## src/rtl/mips_decode_exec.sv

```systemverilog
// MIPS main decoder, ALU-control decoder and DATA_W-bit ALU feeding one EX/MEM register stage.
// Optional MIPS_ALU_SHIFT_EN adds sll/srl (funct 000000/000010) to the R-type ALU operations.
module mips_decode_exec #(
   parameter int DATA_W = 32
) (
   input  logic              clk,
   input  logic              rst_n,
   input  logic              flush,
   input  logic [31:0]       instr,
   input  logic [DATA_W-1:0] rs_data,
   input  logic [DATA_W-1:0] rt_data,
   output logic [DATA_W-1:0] alu_result,
   output logic              zero,
   output logic              regwrite,
   output logic              memread,
   output logic              memwrite,
   output logic              memtoreg,
   output logic              jump,
   output logic              pcsrc,
   output logic [4:0]        wrreg,
   output logic [DATA_W-1:0] store_data
);

   localparam logic [5:0] OP_RTYPE = 6'b000000;
   localparam logic [5:0] OP_LW    = 6'b100011;
   localparam logic [5:0] OP_SW    = 6'b101011;
   localparam logic [5:0] OP_BEQ   = 6'b000100;
   localparam logic [5:0] OP_BNE   = 6'b000101;
   localparam logic [5:0] OP_ADDI  = 6'b001000;
   localparam logic [5:0] OP_J     = 6'b000010;

   localparam logic [3:0] ALU_AND  = 4'b0000;
   localparam logic [3:0] ALU_OR   = 4'b0001;
   localparam logic [3:0] ALU_ADD  = 4'b0010;
   localparam logic [3:0] ALU_XOR  = 4'b0011;
   localparam logic [3:0] ALU_SUB  = 4'b0110;
   localparam logic [3:0] ALU_SLT  = 4'b0111;
   localparam logic [3:0] ALU_SLL  = 4'b1000;
   localparam logic [3:0] ALU_SRL  = 4'b1001;
   localparam logic [3:0] ALU_NOR  = 4'b1100;
   localparam logic [3:0] ALU_NONE = 4'b1111;

   logic [5:0]        w_opcode;
   logic [4:0]        w_rt;
   logic [4:0]        w_rd;
   logic [4:0]        w_shamt;
   logic [5:0]        w_funct;
   logic [DATA_W-1:0] w_imm_ext;

   logic              w_regdst;
   logic              w_regwrite;
   logic              w_memread;
   logic              w_memwrite;
   logic              w_memtoreg;
   logic              w_alusrc;
   logic              w_branch_eq;
   logic              w_branch_ne;
   logic              w_jump;
   logic [1:0]        w_aluop;
   logic [3:0]        w_aluctl;

   logic [DATA_W-1:0] w_alu_b;
   logic [DATA_W-1:0] w_result;
   logic              w_zero;
   logic              w_pcsrc;
   logic [4:0]        w_wrreg;

   logic [DATA_W-1:0] r_alu_result;
   logic              r_zero;
   logic              r_regwrite;
   logic              r_memread;
   logic              r_memwrite;
   logic              r_memtoreg;
   logic              r_jump;
   logic              r_pcsrc;
   logic [4:0]        r_wrreg;
   logic [DATA_W-1:0] r_store_data;

   // rs arrives already read and forwarded, so its field is not needed here
   logic              w_unused_bits;

   assign w_opcode  = instr[31:26];
   assign w_rt      = instr[20:16];
   assign w_rd      = instr[15:11];
   assign w_shamt   = instr[10:6];
   assign w_funct   = instr[5:0];
   assign w_imm_ext = DATA_W'($signed(instr[15:0]));

`ifdef MIPS_ALU_SHIFT_EN
   assign w_unused_bits = ^instr[25:21];
`else
   assign w_unused_bits = ^{instr[25:21], w_shamt};
`endif

   always_comb begin
      w_regdst    = 1'b0;
      w_regwrite  = 1'b0;
      w_memread   = 1'b0;
      w_memwrite  = 1'b0;
      w_memtoreg  = 1'b0;
      w_alusrc    = 1'b0;
      w_branch_eq = 1'b0;
      w_branch_ne = 1'b0;
      w_jump      = 1'b0;
      w_aluop     = 2'b00;
      case (w_opcode)
         OP_RTYPE: begin
            w_regdst   = 1'b1;
            w_regwrite = 1'b1;
            w_aluop    = 2'b10;
         end
         OP_LW: begin
            w_memread  = 1'b1;
            w_memtoreg = 1'b1;
            w_alusrc   = 1'b1;
            w_regwrite = 1'b1;
         end
         OP_SW: begin
            w_memwrite = 1'b1;
            w_alusrc   = 1'b1;
         end
         OP_BEQ: begin
            w_branch_eq = 1'b1;
            w_aluop     = 2'b01;
         end
         OP_BNE: begin
            w_branch_ne = 1'b1;
            w_aluop     = 2'b01;
         end
         OP_ADDI: begin
            w_alusrc   = 1'b1;
            w_regwrite = 1'b1;
         end
         OP_J:    w_jump = 1'b1;
         default: ;
      endcase
   end

   always_comb begin
      w_aluctl = ALU_NONE;
      case (w_aluop)
         2'b00: w_aluctl = ALU_ADD;
         2'b01: w_aluctl = ALU_SUB;
         2'b10: begin
            case (w_funct)
               6'b100000: w_aluctl = ALU_ADD;
               6'b100010: w_aluctl = ALU_SUB;
               6'b100100: w_aluctl = ALU_AND;
               6'b100101: w_aluctl = ALU_OR;
               6'b100110: w_aluctl = ALU_XOR;
               6'b100111: w_aluctl = ALU_NOR;
               6'b101010: w_aluctl = ALU_SLT;
`ifdef MIPS_ALU_SHIFT_EN
               6'b000000: w_aluctl = ALU_SLL;
               6'b000010: w_aluctl = ALU_SRL;
`endif
               default:   w_aluctl = ALU_NONE;
            endcase
         end
         default: w_aluctl = ALU_NONE;
      endcase
   end

   assign w_alu_b = w_alusrc ? w_imm_ext : rt_data;

   always_comb begin
      w_result = '0;
      case (w_aluctl)
         ALU_AND: w_result = rs_data & w_alu_b;
         ALU_OR:  w_result = rs_data | w_alu_b;
         ALU_ADD: w_result = rs_data + w_alu_b;
         ALU_XOR: w_result = rs_data ^ w_alu_b;
         ALU_SUB: w_result = rs_data - w_alu_b;
         ALU_SLT: w_result = DATA_W'($signed(rs_data) < $signed(w_alu_b));
         ALU_NOR: w_result = ~(rs_data | w_alu_b);
`ifdef MIPS_ALU_SHIFT_EN
         ALU_SLL: w_result = w_alu_b << w_shamt;
         ALU_SRL: w_result = w_alu_b >> w_shamt;
`endif
         default: w_result = '0;
      endcase
   end

   assign w_zero  = (w_result == '0);
   assign w_pcsrc = (w_branch_eq & w_zero) | (w_branch_ne & ~w_zero);
   assign w_wrreg = w_regdst ? w_rd : w_rt;

   // Reset wins over flush; both collapse the stage to a bubble
   always_ff @(posedge clk) begin
      if (!rst_n || flush) begin
         r_alu_result <= '0;
         r_zero       <= 1'b0;
         r_regwrite   <= 1'b0;
         r_memread    <= 1'b0;
         r_memwrite   <= 1'b0;
         r_memtoreg   <= 1'b0;
         r_jump       <= 1'b0;
         r_pcsrc      <= 1'b0;
         r_wrreg      <= '0;
         r_store_data <= '0;
      end else begin
         r_alu_result <= w_result;
         r_zero       <= w_zero;
         r_regwrite   <= w_regwrite;
         r_memread    <= w_memread;
         r_memwrite   <= w_memwrite;
         r_memtoreg   <= w_memtoreg;
         r_jump       <= w_jump;
         r_pcsrc      <= w_pcsrc;
         r_wrreg      <= w_wrreg;
         r_store_data <= rt_data;
      end
   end

   assign alu_result = r_alu_result;
   assign zero       = r_zero;
   assign regwrite   = r_regwrite;
   assign memread    = r_memread;
   assign memwrite   = r_memwrite;
   assign memtoreg   = r_memtoreg;
   assign jump       = r_jump;
   assign pcsrc      = r_pcsrc;
   assign wrreg      = r_wrreg;
   assign store_data = r_store_data;

endmodule

```

## config.mk

```make
export PLATFORM = sky130hd
export DESIGN_NAME = mips_decode_exec
export DESIGN_NICKNAME = d
export VERILOG_FILES = /design/src/rtl/mips_decode_exec.sv
export SDC_FILE = /design/constraint.sdc
export NUM_CORES = 1
export LEC_CHECK = 0
export ABC_AREA = 1
export CAP_MARGIN = 15
export CORE_MARGIN = 2
export CORE_UTILIZATION = 30
export DETAILED_ROUTE_END_ITERATION = 8
export MAX_ROUTING_LAYER = met4
export SYNTH_ARGS = -nofsm -noshare
export SYNTH_HDL_FRONTEND = slang
export SYNTH_SLANG_ARGS = --single-unit
```

## constraint.sdc

```tcl
create_clock -name clk -period 13 [get_ports clk]
set_input_delay 2.6 -clock clk [delete_from_list [all_inputs] [get_ports clk]]
set_output_delay 2.6 -clock clk [all_outputs]
set_load 0.01 [all_outputs]
```

==> results.env <==
DIODES=0
SETUP_VIOL=0
HOLD_PATH_END='store_data[14]$_SDFF_PP0_'
CTS_SINKS=75
COMMONEST_NON_FILL_NON_TAP_CELL_IN_THE_LAYOUT='sky130_fd_sc_hd__nand2_1'
SWITCHING_SHARE_PCT=41.9
PLACE.PORT_BUFFERS=169
GRT_START_MAX_NET_PINS=66
WORST-PATH-MAX-FANOUT=29
FINAL_LAYOUT_WORST_HOLD_SLACK_NS=2.78
SYNTH-EDFF-COUNT=0
SETUP.WORST_PATH.CLASS='input pin to flop'
GROUTE.USAGE.OVERALL_PCT=23.8
HPWL_UM=32800
HTREE_LEVELS=3
GRT_PASS1_VIAS=10900
FP.DIEH_UM=186
SYNTH.YOSYS.WARNINGS=0
SYNTH-SEQ-AREA-SHARE_PCT=15.1
DRT_DRC_VIOLATIONS_LEFT=0
WORSTHOLDPATHTYPE='input pin to flop'
POSTCTSSETUPREPAIRBUFS=0
SETUP_WS_NS=5.13
CTS_ROOT_BUFFER='sky130_fd_sc_hd__clkbuf_16'
DRIVE_ABOVE_1_SHARE_PCT=3.37
WORST_PATH_SLOWEST_CELL='sky130_fd_sc_hd__o21ai_0'
ANTENNA_VIOLATIONS_BEFORE_REPAIR=0
ROUTED_VIAS_INST=4.86
TIGHTESTPINTRANSITION_NS=1.09
GRT_SETUP_UNREPAIRED='false'
CTS_RESIZED=0
FINAL_PERIOD_MINUS_WORST_SETUP_SLACK_NS=7.87
POWER.SHARE.COMBINATIONAL_PCT=47.6
MOSTFREQUENTLAYOUTCELLS='sky130_fd_sc_hd__nand2_1, sky130_fd_sc_hd__inv_1, sky130_fd_sc_hd__nor2_1'
START_KIND='input pin'
PLACE_AREA_UM2=11900
PLACE_WORST_SETUP_SLACK_NS=4.88
POSTLAYOUTCELLAREA_UM2=12200
AVGROUTEDWIREPERCELL_UM=16.6
CRIT_ARRIVAL_NS=8.12
GRT_PASS1_WL_UM=60100
CRITICAL_PATH.ENDPOINT_TYPE='flop'
TIMING.MAX_CAP.VIOLATIONS=0
TOTALNEGATIVESETUPSLACK_NS=0
OUTCOME='finished, final reports clean'
POSTSYNTH.ASYNCRESETSHARE_PCT=0
PINS_OVER_THEIR_SLEW_LIMIT=0
PATH_CLK_SLEW_NS=0.06
SYNTH_FP_NETS=2029
PLACEMENTROWS=66
MAX_STAGE_DELAY_NS=0.73
SYN2LAYOUT_AREA_GROWTH_PCT=22.7
DETAIL_ROUTE.FIRST_PASS.ITERATIONS=5
FP.DIEW_UM=186
TIMING.FMAX_GHz=0.127
CTSHOLDBUFFERS=0
NUMBER_OF_BUFFERS_CREATED_BY_CTS=9
CRIT_TOP_CELL='sky130_fd_sc_hd__nand2_1'
VDD.IR_DROP.WORST_mV=0.0773
FINALCRITPERIODSHARE_PCT=60.6
YS.FLOP_TYPE='sky130_fd_sc_hd__dfxtp_1'
NUMBER_OF_HOLD_SLACK_VIOLATIONS_IN_THE_FINAL_TIMING_REPORT=0
WORSTHOLDPATHCELLS=3
P_PER_AREA_nW_PER_UM2=77.4
MAPPEDNETLISTAREA_UM2=9950
ROUTE.VIAS.TOTAL=11700
MIN-DELAY-START='rt_data[14]'
DIE_OUTLINE_AREA_UM2=34600
NET-SWITCHING-POWER_uW=396
SYNTH.DISTINCT_CELLS=42
LEAKAGE_nW=6.56
INTERNAL_POWER_uW=549
POWER_FRAC_CLOCK_PCT=26.3
CLOCKBUFFERDEPTH=2
IO_PINS=175
GPL.FINAL_WEIGHTED_CONGESTION=0.988
SYNTH_REGISTER_BITS=75
POST_SYNTH_INST_COUNT=1828
FIRST_ITER_VIOLATIONS=951
CP.REQUIRED_NS=13.25
PLACEABLECOREAREA_UM2=32600
DRT_WL_TOTAL_UM=39900
DETAIL-ROUTE-ANTENNA-NETS=0
TRITONCTS='yes'
POWER_FRAC_SEQ_PCT=26.1
GR-TOTAL-OVERFLOW=0
SLEW_HEADROOM_PCT=26.8
NUM-NETS-FINAL=2153
INITIAL_CORE_UTIL_PCT=30.5
SYNTH_AREA_PER_CELL_UM2=5.44
[layout make-up]
cell class | instances | area [um^2]
timing repair buffer | 174 | 1730
tap | 442 | 553
clock buffer | 12 | 236
fill | 3633 | 20400
inverter | 368 | 1380
sequential | 75 | 1500
multi-input combinational | 1324 | 6750
clock inverter | 4 | 51.3
[cell usage after synthesis, types with 2 or more instances]
cell,number,area share [%]
sky130_fd_sc_hd__and2_1,2,0.13
sky130_fd_sc_hd__nor2_2,11,0.69
sky130_fd_sc_hd__nand3b_1,8,0.60
sky130_fd_sc_hd__ha_1,100,13
sky130_fd_sc_hd__nand2_1,548,21
sky130_fd_sc_hd__fa_1,2,0.40
sky130_fd_sc_hd__nor2_1,223,8.4
sky130_fd_sc_hd__o21ai_0,67,3.4
sky130_fd_sc_hd__nand4_1,33,2.1
sky130_fd_sc_hd__inv_2,8,0.30
sky130_fd_sc_hd__nor4_1,4,0.25
sky130_fd_sc_hd__dfxtp_1,75,15
sky130_fd_sc_hd__a21oi_1,53,2.7
sky130_fd_sc_hd__and3_1,2,0.13
sky130_fd_sc_hd__buf_4,2,0.15
sky130_fd_sc_hd__nand3_4,2,0.35
sky130_fd_sc_hd__nor3_1,11,0.55
sky130_fd_sc_hd__nor2_4,5,0.57
sky130_fd_sc_hd__xnor2_1,5,0.44
sky130_fd_sc_hd__or2_1,3,0.19
sky130_fd_sc_hd__o21bai_1,9,0.68
sky130_fd_sc_hd__inv_1,359,14
sky130_fd_sc_hd__clkbuf_1,24,0.91
sky130_fd_sc_hd__nand3_2,2,0.20
sky130_fd_sc_hd__or2_2,8,0.50
sky130_fd_sc_hd__nand2_2,6,0.38
sky130_fd_sc_hd__buf_2,27,1.4
sky130_fd_sc_hd__buf_6,7,0.79
sky130_fd_sc_hd__or2_0,4,0.25
sky130_fd_sc_hd__nand3_1,199,10
sky130_fd_sc_hd__xor2_1,8,0.70
[cells by family after synthesis]
group	after synthesis	synth area share, %
AND/OR/NAND/NOR	1076	46.7
buffers and inverters	429	17.1
AO/OA/AOI/OAI	133	6.98
adder cells (fa/ha/maj)	102	13.0
flip-flops	75	15.1
XOR/XNOR	13	1.14
[layer usage]
layer	vias up	routed length [um]	GRT usage (%)
met4	0	969	7.40
met5	-	0	-
met3	56	2920	2.99
met2	455	17400	36.6
li1	5821	-	-
met1	5322	18600	32.2
[stage by stage]
stage / total power, mW / std cells / utilization [%]
4_1_cts: 0.947 / 2399 / 37.4
3_3_place_gp: 0.691 / 2383 / 36.5
6_report: 0.945 / 2399 / 37.4
3_5_place_dp: 0.693 / 2383 / 36.5
2_1_floorplan: 0.526 / 1828 / -
5_1_grt: 1.01 / 2399 / 37.4
[worst max-delay path: cells and delay by family]
family	cells	cell delay, ns
AO/OA/AOI/OAI	1	0.73
adder cells (fa/ha/maj)	1	0.53
buffers and inverters	3	1.21
AND/OR/NAND/NOR	21	3.04
[worst max-delay path by stage]
stage,from,to,slack [ns],cells after the start
after floorplan,instr[27],pcsrc$_SDFF_PP0_,7.10,28
after global placement,instr[30],pcsrc$_SDFF_PP0_,4.98,26
after detailed placement,instr[31],pcsrc$_SDFF_PP0_,4.88,27
after CTS,instr[31],pcsrc$_SDFF_PP0_,5.24,27
after global routing,instr[31],pcsrc$_SDFF_PP0_,4.72,28
final,instr[30],pcsrc$_SDFF_PP0_,5.13,26
[power by group through the flow]
stage / Sequential, mW / Clock, mW / Combinational [mW]
global route: 0.248 / 0.266 / 0.498
finish: 0.247 / 0.249 / 0.449
CTS: 0.247 / 0.257 / 0.444
detailed placement: 0.251 / 0 / 0.442
floorplan: 0.259 / 0 / 0.268
global placement: 0.251 / 0 / 0.440
[state kept, by name, summed over array words and instances, names as in the netlist]
register    cells
regwrite        1
jump            1
store_data     32
wrreg           5
alu_result     32
zero            1
memwrite        1
pcsrc           1
memtoreg        1
No activity file was read; power rests on OpenSTA's default activity.
